**src/rtl/pong_pkg.sv**
```systemverilog
// Shared pong definitions: game state encoding, winner codes and the
// default game constants, which the score-bar renderer also uses.
package pong_pkg;

  typedef enum logic [2:0] {
    MENU,
    SERVE,
    PLAY,
    SCORED,
    GAME_OVER
  } game_state_t;

  localparam logic [1:0] WIN_NONE = 2'b00;
  localparam logic [1:0] WIN_P1   = 2'b01;
  localparam logic [1:0] WIN_P2   = 2'b10;

  localparam int unsigned DEF_WIN_SCORE    = 5;
  localparam int unsigned DEF_SERVE_FRAMES = 60;
  localparam int unsigned DEF_SCORE_W      = 10;

  // Add one to a score, but never go past the winning score.
  function automatic int unsigned sat_inc(input int unsigned v, input int unsigned lim);
    return (v >= lim) ? lim : v + 1;
  endfunction

endpackage

```
**src/rtl/score_keeper_if.sv**
```systemverilog
// Signal bundle between the score keeper and its neighbours.
//   Game events in : frame_tick, goal_p1, goal_p2, menu, start
//   Game status out: score1, score2, ball_release, playing, game_over, winner
// master = the side that supplies the events; slave = score_keeper.
interface score_keeper_if #(
  parameter int unsigned SCORE_W = pong_pkg::DEF_SCORE_W
);
  logic               frame_tick;
  logic               goal_p1;
  logic               goal_p2;
  logic               menu;
  logic               start;
  logic [SCORE_W-1:0] score1;
  logic [SCORE_W-1:0] score2;
  logic               ball_release;
  logic               playing;
  logic               game_over;
  logic [1:0]         winner;

  modport master (
    output frame_tick, goal_p1, goal_p2, menu, start,
    input  score1, score2, ball_release, playing, game_over, winner
  );

  modport slave (
    input  frame_tick, goal_p1, goal_p2, menu, start,
    output score1, score2, ball_release, playing, game_over, winner
  );
endinterface

```
**src/rtl/rise_detect.sv**
```systemverilog
// 1-bit synchronous rising-edge detector.
//   clock, reset : clock and synchronous active-high reset
//   d            : level input
//   rise         : high in the cycle where d=1 and its previous value was 0
module rise_detect (
  input  logic clock,
  input  logic reset,
  input  logic d,
  output logic rise
);
  logic prev;

  always_ff @(posedge clock) begin
    if (reset) prev <= 1'b0;
    else       prev <= d;
  end

  assign rise = d & ~prev;
endmodule

```
**src/rtl/score_keeper.sv**
```systemverilog
// Game-state and score counter for two-player pong. Turns goal levels into
// single events, commits score changes only on frame ticks, runs the serve
// delay, detects the winner and pulses ball_release when play begins.
//   clock, reset : clock and synchronous active-high reset
//   bus (slave)  : frame_tick/goal_p1/goal_p2/menu/start in,
//                  score1/score2/ball_release/playing/game_over/winner out
import pong_pkg::*;

module score_keeper #(
  parameter int unsigned WIN_SCORE    = DEF_WIN_SCORE,
  parameter int unsigned SERVE_FRAMES = DEF_SERVE_FRAMES,
  parameter int unsigned SCORE_W      = DEF_SCORE_W
) (
  input  logic          clock,
  input  logic          reset,
  score_keeper_if.slave bus
);
  localparam int unsigned CNT_W = $clog2(SERVE_FRAMES + 1);
  localparam logic [CNT_W-1:0]   SERVE_LOAD = CNT_W'(SERVE_FRAMES);
  localparam logic [SCORE_W-1:0] WIN_VAL    = SCORE_W'(WIN_SCORE);

  if (SERVE_FRAMES == 0) begin : g_bad_serve
    $error("score_keeper: SERVE_FRAMES must be at least 1");
  end
  if (WIN_SCORE == 0) begin : g_bad_win
    $error("score_keeper: WIN_SCORE must be at least 1");
  end

  game_state_t        state;
  logic [CNT_W-1:0]   serve_cnt;
  logic [1:0]         pend;
  logic [SCORE_W-1:0] score1, score2;
  logic [SCORE_W-1:0] inc1, inc2;
  logic               hit_win;
  logic               ball_release, playing, game_over;
  logic [1:0]         winner;
  logic               start_ev, g1_ev, g2_ev;

  rise_detect u_start (.clock(clock), .reset(reset), .d(bus.start),   .rise(start_ev));
  rise_detect u_g1    (.clock(clock), .reset(reset), .d(bus.goal_p1), .rise(g1_ev));
  rise_detect u_g2    (.clock(clock), .reset(reset), .d(bus.goal_p2), .rise(g2_ev));

  always_comb begin
    inc1    = SCORE_W'(sat_inc(32'(score1), WIN_SCORE));
    inc2    = SCORE_W'(sat_inc(32'(score2), WIN_SCORE));
    hit_win = (pend == WIN_P1) ? (inc1 == WIN_VAL) : (inc2 == WIN_VAL);
  end

  always_ff @(posedge clock) begin
    if (reset) begin
      state        <= MENU;
      serve_cnt    <= '0;
      pend         <= WIN_NONE;
      score1       <= '0;
      score2       <= '0;
      ball_release <= 1'b0;
      playing      <= 1'b0;
      game_over    <= 1'b0;
      winner       <= WIN_NONE;
    end else begin
      ball_release <= 1'b0;
      if (bus.menu) begin
        // Scores and winner stay so a paused game remains on screen.
        state     <= MENU;
        pend      <= WIN_NONE;
        serve_cnt <= '0;
        playing   <= 1'b0;
        game_over <= 1'b0;
      end else begin
        unique case (state)
          MENU: begin
            if (start_ev) begin
              score1    <= '0;
              score2    <= '0;
              winner    <= WIN_NONE;
              serve_cnt <= SERVE_LOAD;
              state     <= SERVE;
            end
          end
          SERVE: begin
            if (bus.frame_tick) begin
              serve_cnt <= serve_cnt - CNT_W'(1);
              if (serve_cnt == CNT_W'(1)) begin
                state        <= PLAY;
                ball_release <= 1'b1;
                playing      <= 1'b1;
              end
            end
          end
          PLAY: begin
            if (g1_ev && g2_ev) begin
              serve_cnt <= SERVE_LOAD;
              state     <= SERVE;
              playing   <= 1'b0;
            end else if (g1_ev) begin
              pend    <= WIN_P1;
              state   <= SCORED;
              playing <= 1'b0;
            end else if (g2_ev) begin
              pend    <= WIN_P2;
              state   <= SCORED;
              playing <= 1'b0;
            end
          end
          SCORED: begin
            // Holding the point until a tick keeps a frame from being torn.
            if (bus.frame_tick) begin
              if (pend == WIN_P1) score1 <= inc1;
              else                score2 <= inc2;
              pend <= WIN_NONE;
              if (hit_win) begin
                state     <= GAME_OVER;
                game_over <= 1'b1;
                winner    <= pend;
              end else begin
                serve_cnt <= SERVE_LOAD;
                state     <= SERVE;
              end
            end
          end
          GAME_OVER: begin
            if (start_ev) begin
              score1    <= '0;
              score2    <= '0;
              winner    <= WIN_NONE;
              serve_cnt <= SERVE_LOAD;
              game_over <= 1'b0;
              state     <= SERVE;
            end
          end
          default: state <= MENU;
        endcase
      end
    end
  end

  assign bus.score1       = score1;
  assign bus.score2       = score2;
  assign bus.ball_release = ball_release;
  assign bus.playing      = playing;
  assign bus.game_over    = game_over;
  assign bus.winner       = winner;
endmodule

```
**src/flat_wrapper.sv**
```systemverilog
// flat-port wrapper written by rule: the top's interface ports become plain ports
module score_keeper_flat 
#(
  parameter int unsigned WIN_SCORE    = DEF_WIN_SCORE,
  parameter int unsigned SERVE_FRAMES = DEF_SERVE_FRAMES,
  parameter int unsigned SCORE_W      = DEF_SCORE_W
)
  (clock, reset, bus_frame_tick, bus_goal_p1, bus_goal_p2, bus_menu, bus_start, bus_score1, bus_score2, bus_ball_release, bus_playing, bus_game_over, bus_winner);
  score_keeper_if #(.SCORE_W(SCORE_W)) bus_i ();
  input  logic clock;
  input  logic reset;
  input wire logic [$bits(bus_i.frame_tick)-1:0] bus_frame_tick;
  input wire logic [$bits(bus_i.goal_p1)-1:0] bus_goal_p1;
  input wire logic [$bits(bus_i.goal_p2)-1:0] bus_goal_p2;
  input wire logic [$bits(bus_i.menu)-1:0] bus_menu;
  input wire logic [$bits(bus_i.start)-1:0] bus_start;
  output wire logic [$bits(bus_i.score1)-1:0] bus_score1;
  output wire logic [$bits(bus_i.score2)-1:0] bus_score2;
  output wire logic [$bits(bus_i.ball_release)-1:0] bus_ball_release;
  output wire logic [$bits(bus_i.playing)-1:0] bus_playing;
  output wire logic [$bits(bus_i.game_over)-1:0] bus_game_over;
  output wire logic [$bits(bus_i.winner)-1:0] bus_winner;
  assign bus_i.frame_tick = bus_frame_tick;
  assign bus_i.goal_p1 = bus_goal_p1;
  assign bus_i.goal_p2 = bus_goal_p2;
  assign bus_i.menu = bus_menu;
  assign bus_i.start = bus_start;
  assign bus_score1 = bus_i.score1;
  assign bus_score2 = bus_i.score2;
  assign bus_ball_release = bus_i.ball_release;
  assign bus_playing = bus_i.playing;
  assign bus_game_over = bus_i.game_over;
  assign bus_winner = bus_i.winner;
  score_keeper #(.WIN_SCORE(WIN_SCORE), .SERVE_FRAMES(SERVE_FRAMES), .SCORE_W(SCORE_W)) u_core (.clock(clock), .reset(reset), .bus(bus_i));
endmodule
```
**config.mk**
```make
export PLATFORM = sky130hd
export DESIGN_NAME = score_keeper_flat
export DESIGN_NICKNAME = d
export VERILOG_FILES = /design/src/rtl/pong_pkg.sv /design/src/rtl/score_keeper_if.sv /design/src/rtl/rise_detect.sv /design/src/rtl/score_keeper.sv /design/src/flat_wrapper.sv
export SDC_FILE = /design/constraint.sdc
export NUM_CORES = 1
export LEC_CHECK = 0
export ABC_AREA = 1
export BUFFER_PORTS_ARGS = -buffer_cell sky130_fd_sc_hd__buf_2
export CELL_PAD_IN_SITES_DETAIL_PLACEMENT = 2
export CELL_PAD_IN_SITES_GLOBAL_PLACEMENT = 2
export CORE_ASPECT_RATIO = 0.6
export CORE_MARGIN = 3
export CORE_UTILIZATION = 28
export DETAILED_ROUTE_END_ITERATION = 8
export PLACE_DENSITY_LB_ADDON = 0.1
export SETUP_SLACK_MARGIN = 0.5
export SYNTH_ARGS = -nofsm -noshare
export SYNTH_HDL_FRONTEND = slang
export SYNTH_SLANG_ARGS = --single-unit
```
**constraint.sdc**
```tcl
create_clock -name clock -period 1.65 [get_ports clock]
set_input_delay 0.2475 -clock clock [delete_from_list [all_inputs] [get_ports clock]]
set_output_delay 0.2475 -clock clock [all_outputs]
set_load 0.1 [all_outputs]
```
==> results of run 1 <==
## flip-flops by register name, summed over array words and instances (netlist names), 2 cells and up
| name | count |
|---|---|
| u_core.bus.score1 | 10 |
| u_core.bus.score2 | 10 |
| u_core.bus.winner | 2 |
| u_core.pend | 2 |
| u_core.serve_cnt | 6 |
| u_core.state | 3 |
## where the power goes
group / internal, mW / switching (mW)
clock network: 0.562 / 0.460
registers: 0.950 / 0.0357
logic: 0.221 / 0.342
total: 1.73 / 0.838
## critical path: cells and delay by family (launching register included)
family                   cells  cell delay, ns
flip-flops                   1            0.38
buffers and inverters        2            0.14
AND/OR/NAND/NOR              5            0.76
adder cells (fa/ha/maj)      1            0.12
AO/OA/AOI/OAI                2            0.36
## metrics by stage
step	power, mW	TNS (ns)
finish	2.57	-1.77
global route	2.64	-3.17
CTS	2.37	0
detailed placement	1.34	-0.673
global placement	1.34	-0.210
floorplan	1.23	-0.222
## metal layers
metal / GRT usage, % / share of wire (%) / vias to the layer above
met3: 4.02 / 4.8 / 24
met5: 0 / 0 / -
met4: 3.16 / 1.7 / 0
met1: 32.3 / 45 / 1230
li1: - / - / 1069
met2: 39.8 / 49 / 76
## synth_stat cells, drive strengths merged, types with 2 or more instances
cell type / count
nand2: 63
nor2: 51
nand3: 25
nor3: 3
o21ai: 9
buf: 4
clkbuf: 3
ha: 8
nor4: 2
a21oi: 27
o211ai: 3
xnor2: 2
xor2: 2
inv: 34
dfxtp: 39
## kinds of logic (layout without fill, tap and decap cells)
family                     count (synthesis)  in the layout  synth area share [%]
and+or+nand+nor                          147            148                  32.3
AOI/OAI and AO/OA                         44             44                  12.3
buffers and inverters                     42            121                  8.72
DFF                                       39             39                  39.7
adders and majority gates                  8              8                  5.09
xor gates and xnor gates                   4              4                  1.78
## area by class of cell
type,count,area (sq um)
Clock buffer,7,133
Clock inverter,1,5.00
Fill cell,650,2790
Inverter,35,150
Multi-Input combinational cell,204,1540
Sequential cell,39,843
Tap cell,84,105
Timing Repair Buffer,78,878
## what timing repair did
| item | 4_1_cts | 5_1_grt |
|---|---|---|
| pin swaps | 22 | 23 |
| gates cloned | 2 | 1 |
| gates resized for setup | 109 | 101 |
| buffers inserted | 11 | 10 |
| setup endpoints to repair | 60 | 49 |
## worst paths after layout
| check | to | slack (ns) | start | cells past startpoint |
|---|---|---|---|---|
| setup / recovery | u_core.bus.winner[0]$_SDFFE_PP0P_ | -0.22 | u_core.bus.score1[0]$_SDFFE_PP0P_ | 10 |
| hold / removal | u_core.u_g2.prev$_SDFF_PP0_ | 0.22 | bus_goal_p2 | 3 |
| setup reg to reg | u_core.bus.winner[0]$_SDFFE_PP0P_ | -0.22 | u_core.bus.score1[0]$_SDFFE_PP0P_ | 10 |
| hold reg to reg | u_core.bus.score1[9]$_SDFFE_PP0P_ | 0.48 | u_core.bus.score1[9]$_SDFFE_PP0P_ | 2 |
==> summary.txt, run 1 <==
Run status
  • Status: finished with violations
  • Failing checks: setup timing

Yosys
  • Area fraction of the dominant cell type after synthesis: 39.7%
  • Syn_area_per_cell: 6.92 sq um
  • Seq/Total Area, Yosys: 39.7%
  • Synthesis Warnings: 0
  • Post-synth EDFFs: 0
  • Cells after synthesis: 284
  • Syn Nets: 299
  • FFs w/ async S/R, synth: 0%
  • Largest cells by area after synthesis: dfxtp_1 40%, nand2_1 12%, nor2_1 8.4%
  • Cell area after synthesis: 0.00197 sq mm
  • #FFs+latches synth: 39
  • Yosys cell types: 33
  • Cell taking the most area after synthesis: dfxtp_1
  • Post-synth top flop: dfxtp_1

Drt
  • Wirelength per Cell: 28.1 um
  • First drt pass iteration count: 4
  • DRC: 0
  • DR vias/cell: 5.35
  • Initial DRC count: 209
  • WL final: 12.6 mm
  • DR vias: 2399
  • Final ANT Viol Nets: 0

STA
  • Worst slew pin tran: 0.427 ns
  • Fmax: 534 MHz
  • RSZ-0062 raised after global routing: true
  • Final Worst Setup Slack: -0.221 ns
  • Final Hold Viols: 0
  • Final worst path period need: 1.87 ns
  • Hold_ws: 0.220 ns
  • Setup violators final: 16
  • Slew headroom: 71.3%
  • Final Max Tran Viols: 0
  • Setup Skew: 0.0130 ns
  • Tcrit/Tclk final: 113%

Floorplan
  • Die area: 0.00809 sq mm
  • Total I/O pin count: 32
  • Core Region: 0.00644 sq mm
  • Core Rows: 22
  • Die Ht: 70.9 um
  • Initial core utilization: 30.5%
  • Die W: 114 um

Worst setup path
  • Crit. End Element: flip-flop
  • Most numerous cell on the critical path: nand3_2
  • Data arrival, critical path: 2.07 ns
  • Slowest Stage Delay on Critical Path: 0.38 ns
  • CP startpoint kind: flip-flop
  • Worst EP required: 1.85 ns
  • CP cell instances: inv_4, ha_4, inv_1, o21ai_4, o211ai_1, nand3_2, nand3_2, nand3_1, nand2_1, nor2_1
  • Kind of critical path: flip-flop to flip-flop
  • Crit path max fanout: 6
  • Slowest-stage cell, CP: dfxtp_4

Clocking
  • Sink Count: 39
  • Cts bufs inserted: 5
  • Clk Latency, worst-skew pair: 0.30 ns
  • Clock Tree Buf Depth: 2
  • Clock slew at reported path FFs: 0.07 ns
  • CTS Hold Buffers Added: 0
  • CTS H-tree lvls: 2
  • Clock root cell: clkbuf_16
  • TritonCTS clock tree: yes

Layout
  • Diode count: 0
  • Final Non-Filler Cells: 448
  • Final core utilization: 56.7%
  • Share of cells above drive strength 1: 62.1%
  • Post-route cell area: 0.00365 sq mm
  • Area grow syn2layout: 85.9%
  • Net count, final: 378
  • Commonest non-fill, non-tap cell in the layout: nand2_1
  • Most frequent cells in the layout: 34 x nand2_1, 32 x buf_4, 27 x nor2_1, 22 x inv_1

Placement
  • Pre-CTS setup slack: -0.117 ns
  • Placed cells: 416
  • Placement-stage cell area: 0.00253 sq mm
  • IO Port Bufs: 31
  • RePlAce Congestion: 0.801
  • DP Wirelength: 5.08 mm

Global route
  • All-Layer GR Usage: 23.5%
  • Vias in the first global route: 2443
  • Largest net degree at the start of global routing: 25
  • First-pass GRT wire length: 14.5 mm
  • Initial antenna violation count: 0
  • Total grt overflow: 0

Pwr
  • Pleak: 1.55 nW
  • Pwr per Cell Area: 703 mW/mm^2
  • Max IR drop VDD: 688 uV

Hold path
  • Hold crit path type: input pin to flip-flop

Run
  • Max_cap viols: 0
No activity file was read; power rests on OpenSTA's default activity.
==> run 2, diff against run 1 <==
--- a/config.mk
+++ b/config.mk
@@ -7,11 +7,12 @@
 export LEC_CHECK = 0
 export ABC_AREA = 1
 export BUFFER_PORTS_ARGS = -buffer_cell sky130_fd_sc_hd__buf_2
+export CAP_MARGIN = 20
 export CELL_PAD_IN_SITES_DETAIL_PLACEMENT = 2
 export CELL_PAD_IN_SITES_GLOBAL_PLACEMENT = 2
 export CORE_ASPECT_RATIO = 0.6
 export CORE_MARGIN = 3
-export CORE_UTILIZATION = 28
+export CORE_UTILIZATION = 33
 export DETAILED_ROUTE_END_ITERATION = 8
 export PLACE_DENSITY_LB_ADDON = 0.1
 export SETUP_SLACK_MARGIN = 0.5
==> constraint.sdc (replaced) <==
create_clock -name clock -period 2.4 [get_ports clock]
set_input_delay 0.36 -clock clock [delete_from_list [all_inputs] [get_ports clock]]
set_output_delay 0.36 -clock clock [all_outputs]
set_load 0.1 [all_outputs]
==> run 2 against run 1 <==
The run now ends clean. Routed wire length decreased by 46%. Die area fell by 14%. Utilization down 14 points. Sequential cell count is the same. Largest cell class unchanged. Critical path depth decreased by 2. Worst hold slack better by 0.055 ns. Worst setup slack better by 0.81 ns. Power decreased by 40%.
==> summary.txt, run 2 (synthesis results as in run 1) <==
STA
  • Final Max Tran Viols: 0 (unchanged)
  • Slew headroom: 66.9% (-4.4 points)
  • Hold_ws: 0.275 ns (+0.0548 ns)
  • RSZ-0062 raised after global routing: true
  • Final Worst Setup Slack: 0.584 ns (+0.805 ns)
  • Fmax: 551 MHz (+3.0%)
  • Final Hold Viols: 0 (unchanged)
  • Tcrit/Tclk final: 75.7% (-38 points)
  • Setup_tns: 0 ns (+1.77 ns)
  • Setup violators final: 0 (-16)
  • Final worst path period need: 1.82 ns (-0.0552 ns)
  • Setup Skew: 0.00607 ns (-0.00692 ns)
  • Worst slew pin tran: 0.501 ns (+0.0740 ns)

Worst setup path
  • Worst r2r path cells: 8 (-2)
  • Crit. End Element: flip-flop
  • Delay-heaviest family, CP: simple AND/OR/NAND/NOR gates
  • CP Buf/Inv Count: 1 (-1)
  • Worst EP required: 2.59 ns (+0.74 ns)
  • R2R Setup Slk: 0.58 ns (+0.81 ns)
  • Reg2Reg Capture Point: u_core.serve_cnt[4]$_SDFFE_PP0P_
  • CP startpoint kind: flip-flop
  • Worst r2r src: u_core.bus.score1[0]$_SDFFE_PP0P_
  • Data arrival, critical path: 2.01 ns (-0.06 ns)
  • Slowest Stage Delay on Critical Path: 0.39 ns (about the same)
  • CP cell instances: inv_1, ha_1, o211ai_1, nand3_2, nand2_2, nand2_4, a21oi_1, nor2_1
  • Crit path max fanout: 12 (+6)
  • Kind of critical path: flip-flop to flip-flop
  • Slowest-stage cell, CP: dfxtp_4

Floorplan
  • Die W: 106 um (-7.5%)
  • Die area: 0.00695 sq mm (-14%)
  • Total I/O pin count: 32 (unchanged)
  • Core Rows: 21 (-4.5%)
  • Initial core utilization: 34.6% (+4.1 points)
  • Die Ht: 65.8 um (-7.2%)
  • Core Region: 0.00568 sq mm (-12%)

Layout
  • Area grow syn2layout: 24.4%
  • Commonest non-fill, non-tap cell in the layout: nand2_1
  • Most frequent cells in the layout: 58 x nand2_1, 43 x nor2_1, 31 x buf_2, 30 x inv_1, 25 x a21oi_1
  • Share of cells above drive strength 1: 28.7% (-33 points)
  • Diode count: 0 (unchanged)
  • Fillers: 694 (+6.8%)
  • Biggest regs: u_core.bus.score1 x10, u_core.bus.score2 x10, u_core.serve_cnt x6
  • Register area: 820 sq um (-2.8%)
  • Net count, final: 334 (-12%)
  • Multi-input gate area: 0.00108 sq mm (-30%)

Placement
  • IO Port Bufs: 31 (unchanged)
  • Pre-CTS setup slack: 0.469 ns (+0.587 ns)
  • DP Wirelength: 4.71 mm (-7.3%)
  • RePlAce Congestion: 0.754 (-5.8%)

Hold path
  • Min-delay src: bus_goal_p2
  • Hold crit path type: input pin to flip-flop
  • Worst hold path depth: 3 (unchanged)
  • WHS Endpoint: u_core.u_g2.prev$_SDFF_PP0_

Global route
  • All-Layer GR Usage: 19.6% (-3.9 points)
  • Total grt overflow: 0 (unchanged)
  • Largest net degree at the start of global routing: 26 (+4.0%)
  • Initial antenna violation count: 0 (unchanged)
  • First-pass GRT wire length: 10.6 mm (-27%)
  • Vias in the first global route: 2031 (-17%)

Drt
  • Wirelength per Cell: 17.0 um (-40%)
  • Final ANT Viol Nets: 0 (unchanged)
  • First drt pass iteration count: 4 (unchanged)
  • WL final: 6.78 mm (-46%)
  • Initial DRC count: 76 (-64%)
  • DR vias: 1997 (-17%)
  • DR vias/cell: 4.99 (-6.8%)
  • DRC: 0 (unchanged)

Clocking
  • Cts bufs inserted: 5 (unchanged)
  • Clock Tree Buf Depth: 2 (unchanged)
  • Clk Latency, worst-skew pair: 0.30 ns (about the same)
  • Clock slew at reported path FFs: 0.08 ns (about the same)
  • CTS Hold Buffers Added: 0 (unchanged)
  • CTS H-tree lvls: 2 (unchanged)
  • Sink Count: 39 (unchanged)
  • TritonCTS clock tree: yes
  • Clock root cell: clkbuf_8

Run status
  • Status: finished, final reports clean

Pwr
  • Pwr per Cell Area: 629 mW/mm^2 (-11%)
  • Max IR drop VDD: 234 uV (-66%)
  • Pleak: 1.11 nW (-28%)

Run
  • Max_cap viols: 0 (unchanged)
-- run 2: cell count changes in the layout (fill, tap and decap cells not counted), moves of 9 or more --
cell	delta
a21oi_1	+16
nand2_1	+24
buf_6	-20
a21oi_2	-14
nand2_4	-17
nor2_2	-9
buf_12	-12
buf_4	-28
buf_2	+25
nor2_1	+16
-- run 2: power by group --
part,internal (mW),switching (mW)
Combinational,0.0571,0.144
Clock,0.416,0.249
Sequential,0.657,0.0156
Total,1.13,0.408
-- run 2: worst max path at each step --
stage	start	end	slack (ns)	depth (start not counted)
floorplan	u_core.bus.score1[0]$_SDFFE_PP0P_	u_core.serve_cnt[0]$_SDFFE_PP0P_	0.57	9
global placement	u_core.bus.score1[1]$_SDFFE_PP0P_	u_core.serve_cnt[5]$_SDFFE_PP0P_	0.51	10
detailed placement	u_core.bus.score1[0]$_SDFFE_PP0P_	u_core.serve_cnt[2]$_SDFFE_PP0P_	0.47	11
CTS	u_core.state[1]$_SDFFE_PP0P_	u_core.bus.score2[1]$_SDFFE_PP0P_	0.52	10
global route	u_core.state[1]$_SDFFE_PP0P_	u_core.bus.score2[3]$_SDFFE_PP0P_	0.38	10
finish	u_core.bus.score1[0]$_SDFFE_PP0P_	u_core.serve_cnt[4]$_SDFFE_PP0P_	0.58	8
-- run 2: tightest hold or removal path: stages --
cell and delay [ns]:
buf_2 0.07, inv_1 0.04, nor2_1 0.07
-- run 2: stage by stage --
stage | instances | util (%) | area, sq um | total power, mW
after detailed placement | 390 | 39.3 | 2230 | 0.870
after CTS | 398 | 41.7 | 2370 | 1.54
after global placement | 390 | 39.3 | 2230 | 0.862
after global routing | 400 | 43.1 | 2450 | 1.61
final | 400 | 43.1 | 2450 | 1.54
after floorplan | 284 | - | 2000 | 0.823
-- run 2: layer usage --
metal	up-vias	share of wire [%]	routed length (um)	global-route usage, %
li1	977	-	-	-
met1	992	53	3600	28.9
met2	21	43	2930	28.7
met3	7	2.5	169	3.80
met4	0	1.2	80	5.82
met5	-	0	0	0
-- run 2: area by class of cell --
class                           count  share of cell area [%]
Clock inverter                      2                    2.46
Multi-Input combinational cell    203                    44.0
Clock buffer                        6                    2.97
Inverter                           35                    5.37
Timing Repair Buffer               35                    7.57
Tap cell                           80                    4.09
Sequential cell                    39                    33.5
-- run 2: repair_timing --
| item | 4_1_cts | 5_1_grt |
|---|---|---|
| setup buffers | 0 | 2 |
| pin swaps | 0 | 3 |
| gates resized for setup | 2 | 18 |
| setup endpoints to repair | 7 | 17 |
==> run 3, diff against run 2 <==
--- a/config.mk
+++ b/config.mk
@@ -12,7 +12,7 @@
 export CELL_PAD_IN_SITES_GLOBAL_PLACEMENT = 2
 export CORE_ASPECT_RATIO = 0.6
 export CORE_MARGIN = 3
-export CORE_UTILIZATION = 33
+export CORE_UTILIZATION = 28
 export DETAILED_ROUTE_END_ITERATION = 8
 export PLACE_DENSITY_LB_ADDON = 0.1
 export SETUP_SLACK_MARGIN = 0.5
==> constraint.sdc (replaced) <==
create_clock -name clock -period 1.5 [get_ports clock]
set_input_delay 0.225 -clock clock [delete_from_list [all_inputs] [get_ports clock]]
set_output_delay 0.225 -clock clock [all_outputs]
set_load 0.1 [all_outputs]
==> run 3 against run 2 <==
Area after synthesis unchanged. The run now fails in clock tree synthesis (4_1_cts). Synthesized cell count unchanged.
==> summary.txt, run 3 <==
Run status
  • Status: aborted with a tool error
  • Stopped at: clock tree synthesis (4_1_cts)
  • Tool error: [ERROR DPL-0033] detailed placement checks failed during check placement.

Floorplan
  • Die Ht: 70.9 um (+7.8%)
  • Total I/O pin count: 32 (unchanged)
  • Initial core utilization: 30.5% (-4.1 points)
  • Core Rows: 22 (+4.8%)
  • Die W: 114 um (+8.1%)

Yosys
  • Post-Synth Simple-Gate Area: 32.3% (unchanged)
  • Cell area after synthesis: 0.00197 sq mm (unchanged)
  • Most common cell in the netlist: nand2_1
  • Cells after synthesis: 284 (unchanged)
  • Cell taking the most area after synthesis: dfxtp_1
  • Commonest cells in the netlist: 62 x nand2_1, 44 x nor2_1, 39 x dfxtp_1
  • Yosys cell types: 33 (unchanged)
  • Post-synth EDFFs: 0 (unchanged)
  • Syn Nets: 299 (unchanged)
  • Synthesis Warnings: 0 (unchanged)
  • Compound-Gate Fraction of Synth Area: 12.3% (unchanged)
  • Largest cells by area after synthesis: dfxtp_1 40%, nand2_1 12%, nor2_1 8.4%
  • Largest family of logic cells by synthesized area: simple AND/OR/NAND/NOR gates
  • Post-synthesis adder-cell area fraction: 5.09% (unchanged)
  • FFs w/ async S/R, synth: 0% (unchanged)
  • Post-Synth XOR/XNOR Area: 1.78% (unchanged)
  • Syn_area_per_cell: 6.92 sq um (unchanged)
  • Mux cell area share after synthesis: 0% (unchanged)
  • Post-synth top flop: dfxtp_1
  • Seq/Total Area, Yosys: 39.7% (unchanged)
  • #FFs+latches synth: 39 (unchanged)
  • Area fraction of the dominant cell type after synthesis: 39.7% (unchanged)

Clocking
  • Buffers inserted by post-CTS timing repair: 25 (+25)
  • Sink Count: 39 (unchanged)
  • Clock root cell: clkbuf_16
  • CTS H-tree lvls: 2 (unchanged)
  • Clock Tree Buf Depth: 2 (unchanged)
  • CTS resizes: 199 (+197)
  • CTS Hold Buffers Added: 0 (unchanged)
  • Cts bufs inserted: 5 (unchanged)

Placement
  • Pre-CTS setup slack: -0.256 ns (-0.726 ns)
  • DP Wirelength: 5.61 mm (+19%)
  • RePlAce Congestion: 0.775 (+2.8%)
  • IO Port Bufs: 31 (unchanged)
## run 3: cell counts after synthesis
No cell type changed its count.
## run 3: logic make-up after synthesis
family                     Yosys count
buffers and inverters               42
DFF                                 39
adders and majority gates            8
xor gates and xnor gates             4
and+or+nand+nor                    147
AOI/OAI and AO/OA                   44
## run 3: per-stage QoR
step	instance area (sq um)	utilization [%]	cells	TNS (ns)
detailed placement	2790	43.2	449	-4.94
floorplan	2130	-	284	-1.27
global placement	2790	43.2	449	-1.93
==> run 4, diff against run 3 <==
--- a/config.mk
+++ b/config.mk
@@ -8,14 +8,10 @@
 export ABC_AREA = 1
 export BUFFER_PORTS_ARGS = -buffer_cell sky130_fd_sc_hd__buf_2
 export CAP_MARGIN = 20
-export CELL_PAD_IN_SITES_DETAIL_PLACEMENT = 2
-export CELL_PAD_IN_SITES_GLOBAL_PLACEMENT = 2
-export CORE_ASPECT_RATIO = 0.6
 export CORE_MARGIN = 3
-export CORE_UTILIZATION = 28
+export CORE_UTILIZATION = 30
 export DETAILED_ROUTE_END_ITERATION = 8
-export PLACE_DENSITY_LB_ADDON = 0.1
-export SETUP_SLACK_MARGIN = 0.5
+export PLACE_DENSITY_LB_ADDON = 0.15
 export SYNTH_ARGS = -nofsm -noshare
 export SYNTH_HDL_FRONTEND = slang
 export SYNTH_SLANG_ARGS = --single-unit
==> constraint.sdc (replaced) <==
create_clock -name clock -period 2 [get_ports clock]
set_input_delay 0.3 -clock clock [delete_from_list [all_inputs] [get_ports clock]]
set_output_delay 0.3 -clock clock [all_outputs]
set_load 0.1 [all_outputs]
==> run 4 against run 3 <==
The run now ends clean.
==> summary.txt, run 4 (synthesis results as in run 1) <==
Floorplan
  • Die Ht: 86.9 um (+23%)
  • Die W: 86.9 um (-24%)
  • Total I/O pin count: 32 (unchanged)
  • Initial core utilization: 32.1% (+1.5 points)
  • Core Rows: 28 (+27%)
  • Core Region: 0.00613 sq mm
  • Die area: 0.00756 sq mm

Worst setup path
  • Worst Setup EP: u_core.bus.score2[1]$_SDFFE_PP0P_
  • Delay-heaviest family, CP: simple AND/OR/NAND/NOR gates
  • CP startpoint: u_core.state[0]$_SDFFE_PP0P_
  • Reg2Reg Capture Point: u_core.bus.score2[1]$_SDFFE_PP0P_
  • Crit path max fanout: 11
  • Crit. End Element: flip-flop
  • Worst EP required: 2.22 ns
  • CP Depth: 9
  • CP Buf/Inv Count: 2
  • Worst r2r path cells: 9
  • Kind of critical path: flip-flop to flip-flop
  • CP startpoint kind: flip-flop
  • Slowest Stage Delay on Critical Path: 0.39 ns
  • Data arrival, critical path: 1.95 ns
  • Slowest-stage cell, CP: dfxtp_1
  • R2R Setup Slk: 0.27 ns
  • CP cell instances: nor2_4, inv_1, a21oi_1, nand2_1, nor2_2, inv_2, nor3_2, nand2_1, a21oi_1
  • Worst r2r src: u_core.state[0]$_SDFFE_PP0P_

Placement
  • DP Wirelength: 3.38 mm (-40%)
  • IO Port Bufs: 31 (unchanged)
  • Placement-stage cell area: 0.00224 sq mm (-20%)
  • RePlAce Congestion: 0.854 (+10%)
  • Placed cells: 387 (-14%)

STA
  • Setup_tns: 0 ns
  • Setup Skew: 0.0115 ns
  • Setup violators final: 0
  • Final worst path period need: 1.73 ns
  • Final Hold Viols: 0
  • Final Max Tran Viols: 0
  • Worst slew pin tran: 0.494 ns
  • RSZ-0062 raised after global routing: false
  • Fmax: 578 MHz
  • Slew headroom: 67.3%
  • Tcrit/Tclk final: 86.5%

Drt
  • Initial DRC count: 54
  • DR vias: 1861
  • WL final: 4.57 mm
  • DRC: 0
  • Wirelength per Cell: 11.5 um
  • First drt pass iteration count: 4
  • Final ANT Viol Nets: 0
  • DR vias/cell: 4.68

Layout
  • Biggest regs: u_core.bus.score1 x10, u_core.bus.score2 x10, u_core.serve_cnt x6
  • Most frequent cells in the layout: 62 x nand2_1, 44 x nor2_1, 31 x inv_1, 31 x buf_2, 31 x dfxtp_1
  • Share of cells above drive strength 1: 21.4%
  • Multi-input gate area: 0.00102 sq mm
  • Register area: 801 sq um
  • Post-route cell area: 0.00239 sq mm
  • Net count, final: 337
  • Fillers: 671
  • Diode count: 0
  • Final Non-Filler Cells: 398
  • Commonest non-fill, non-tap cell in the layout: nand2_1
  • Area grow syn2layout: 21.7%

Pwr
  • Max IR drop VDD: 329 uV
  • Pwr per Cell Area: 705 mW/mm^2
  • Pleak: 1.11 nW

Clocking
  • Sink Count: 39 (unchanged)
  • Cts bufs inserted: 5 (unchanged)
  • Clock root cell: clkbuf_8
  • TritonCTS clock tree: yes
  • Clk Latency, worst-skew pair: 0.29 ns
  • CTS H-tree lvls: 2 (unchanged)
  • CTS Hold Buffers Added: 0 (unchanged)
  • Clock slew at reported path FFs: 0.08 ns
  • Clock Tree Buf Depth: 2 (unchanged)

Hold path
  • Min-delay src: bus_goal_p1
  • Hold crit path type: input pin to flip-flop

Global route
  • Total grt overflow: 0
  • First-pass GRT wire length: 7.96 mm
  • Initial antenna violation count: 0
  • Vias in the first global route: 1721
  • Largest net degree at the start of global routing: 25
  • All-Layer GR Usage: 13.3%

Run status
  • Status: finished, final reports clean

Run
  • Max_cap viols: 0
==> run 4: worst register-to-register path, stage by stage, from the launching register on <==
cell and delay [ns]:
dfxtp_1 0.39, nor2_4 0.18, inv_1 0.16, a21oi_1 0.18, nand2_1 0.11, nor2_2 0.17, inv_2 0.13, nor3_2 0.16
nand2_1 0.07, a21oi_1 0.11
==> run 4: report_power, final <==
| part | internal, mW | switching [mW] |
|---|---|---|
| Clock | 0.371 | 0.284 |
| Sequential | 0.788 | 0.0161 |
| Combinational | 0.0756 | 0.151 |
==> run 4: cell type report <==
cell class	count	area share, %
sequential	39	33.5
multi-input combinational	203	42.7
tap	75	3.92
clock buffer	5	2.88
inverter	35	5.49
clock inverter	3	1.83
timing repair buffer	38	9.73
==> run 4: worst min-delay path by stage <==
stage                                             end  slack, ns  cells past startpoint
floorplan                 u_core.u_g1.prev$_SDFF_PP0_       0.42                      2
global placement    u_core.bus.score1[7]$_SDFFE_PP0P_       0.44                      2
detailed placement  u_core.bus.score2[8]$_SDFFE_PP0P_       0.44                      2
CTS                       u_core.u_g1.prev$_SDFF_PP0_       0.22                      3
global route              u_core.u_g1.prev$_SDFF_PP0_       0.23                      3
finish                    u_core.u_g1.prev$_SDFF_PP0_       0.23                      3
==> run 4: timing repair <==
action	in CTS	in global routing
resized for setup	0	3
endpoints found under the setup margin	0	8
buffers inserted	0	3
==> run 4: per-layer routing <==
metal	up-vias	part of all wire, %	track usage [%]
met3	10	6.2	3.31
met5	-	0	0
li1	978	-	-
met2	50	42	19.7
met1	823	50	18.4
met4	0	1.7	4.96
==> run 4: through the flow <==
stage / power (mW) / worst slack [ns] / util, % / hold slack [ns]
2_1_floorplan: 0.988 / 0.00194 / - / 0.425
3_5_place_dp: 1.03 / 0.0973 / 36.5 / 0.440
4_1_cts: 1.70 / 0.106 / 38.3 / 0.220
3_3_place_gp: 1.03 / 0.119 / 36.5 / 0.435
6_report: 1.69 / 0.271 / 39.0 / 0.227
5_1_grt: 1.79 / 0.0284 / 39.0 / 0.235
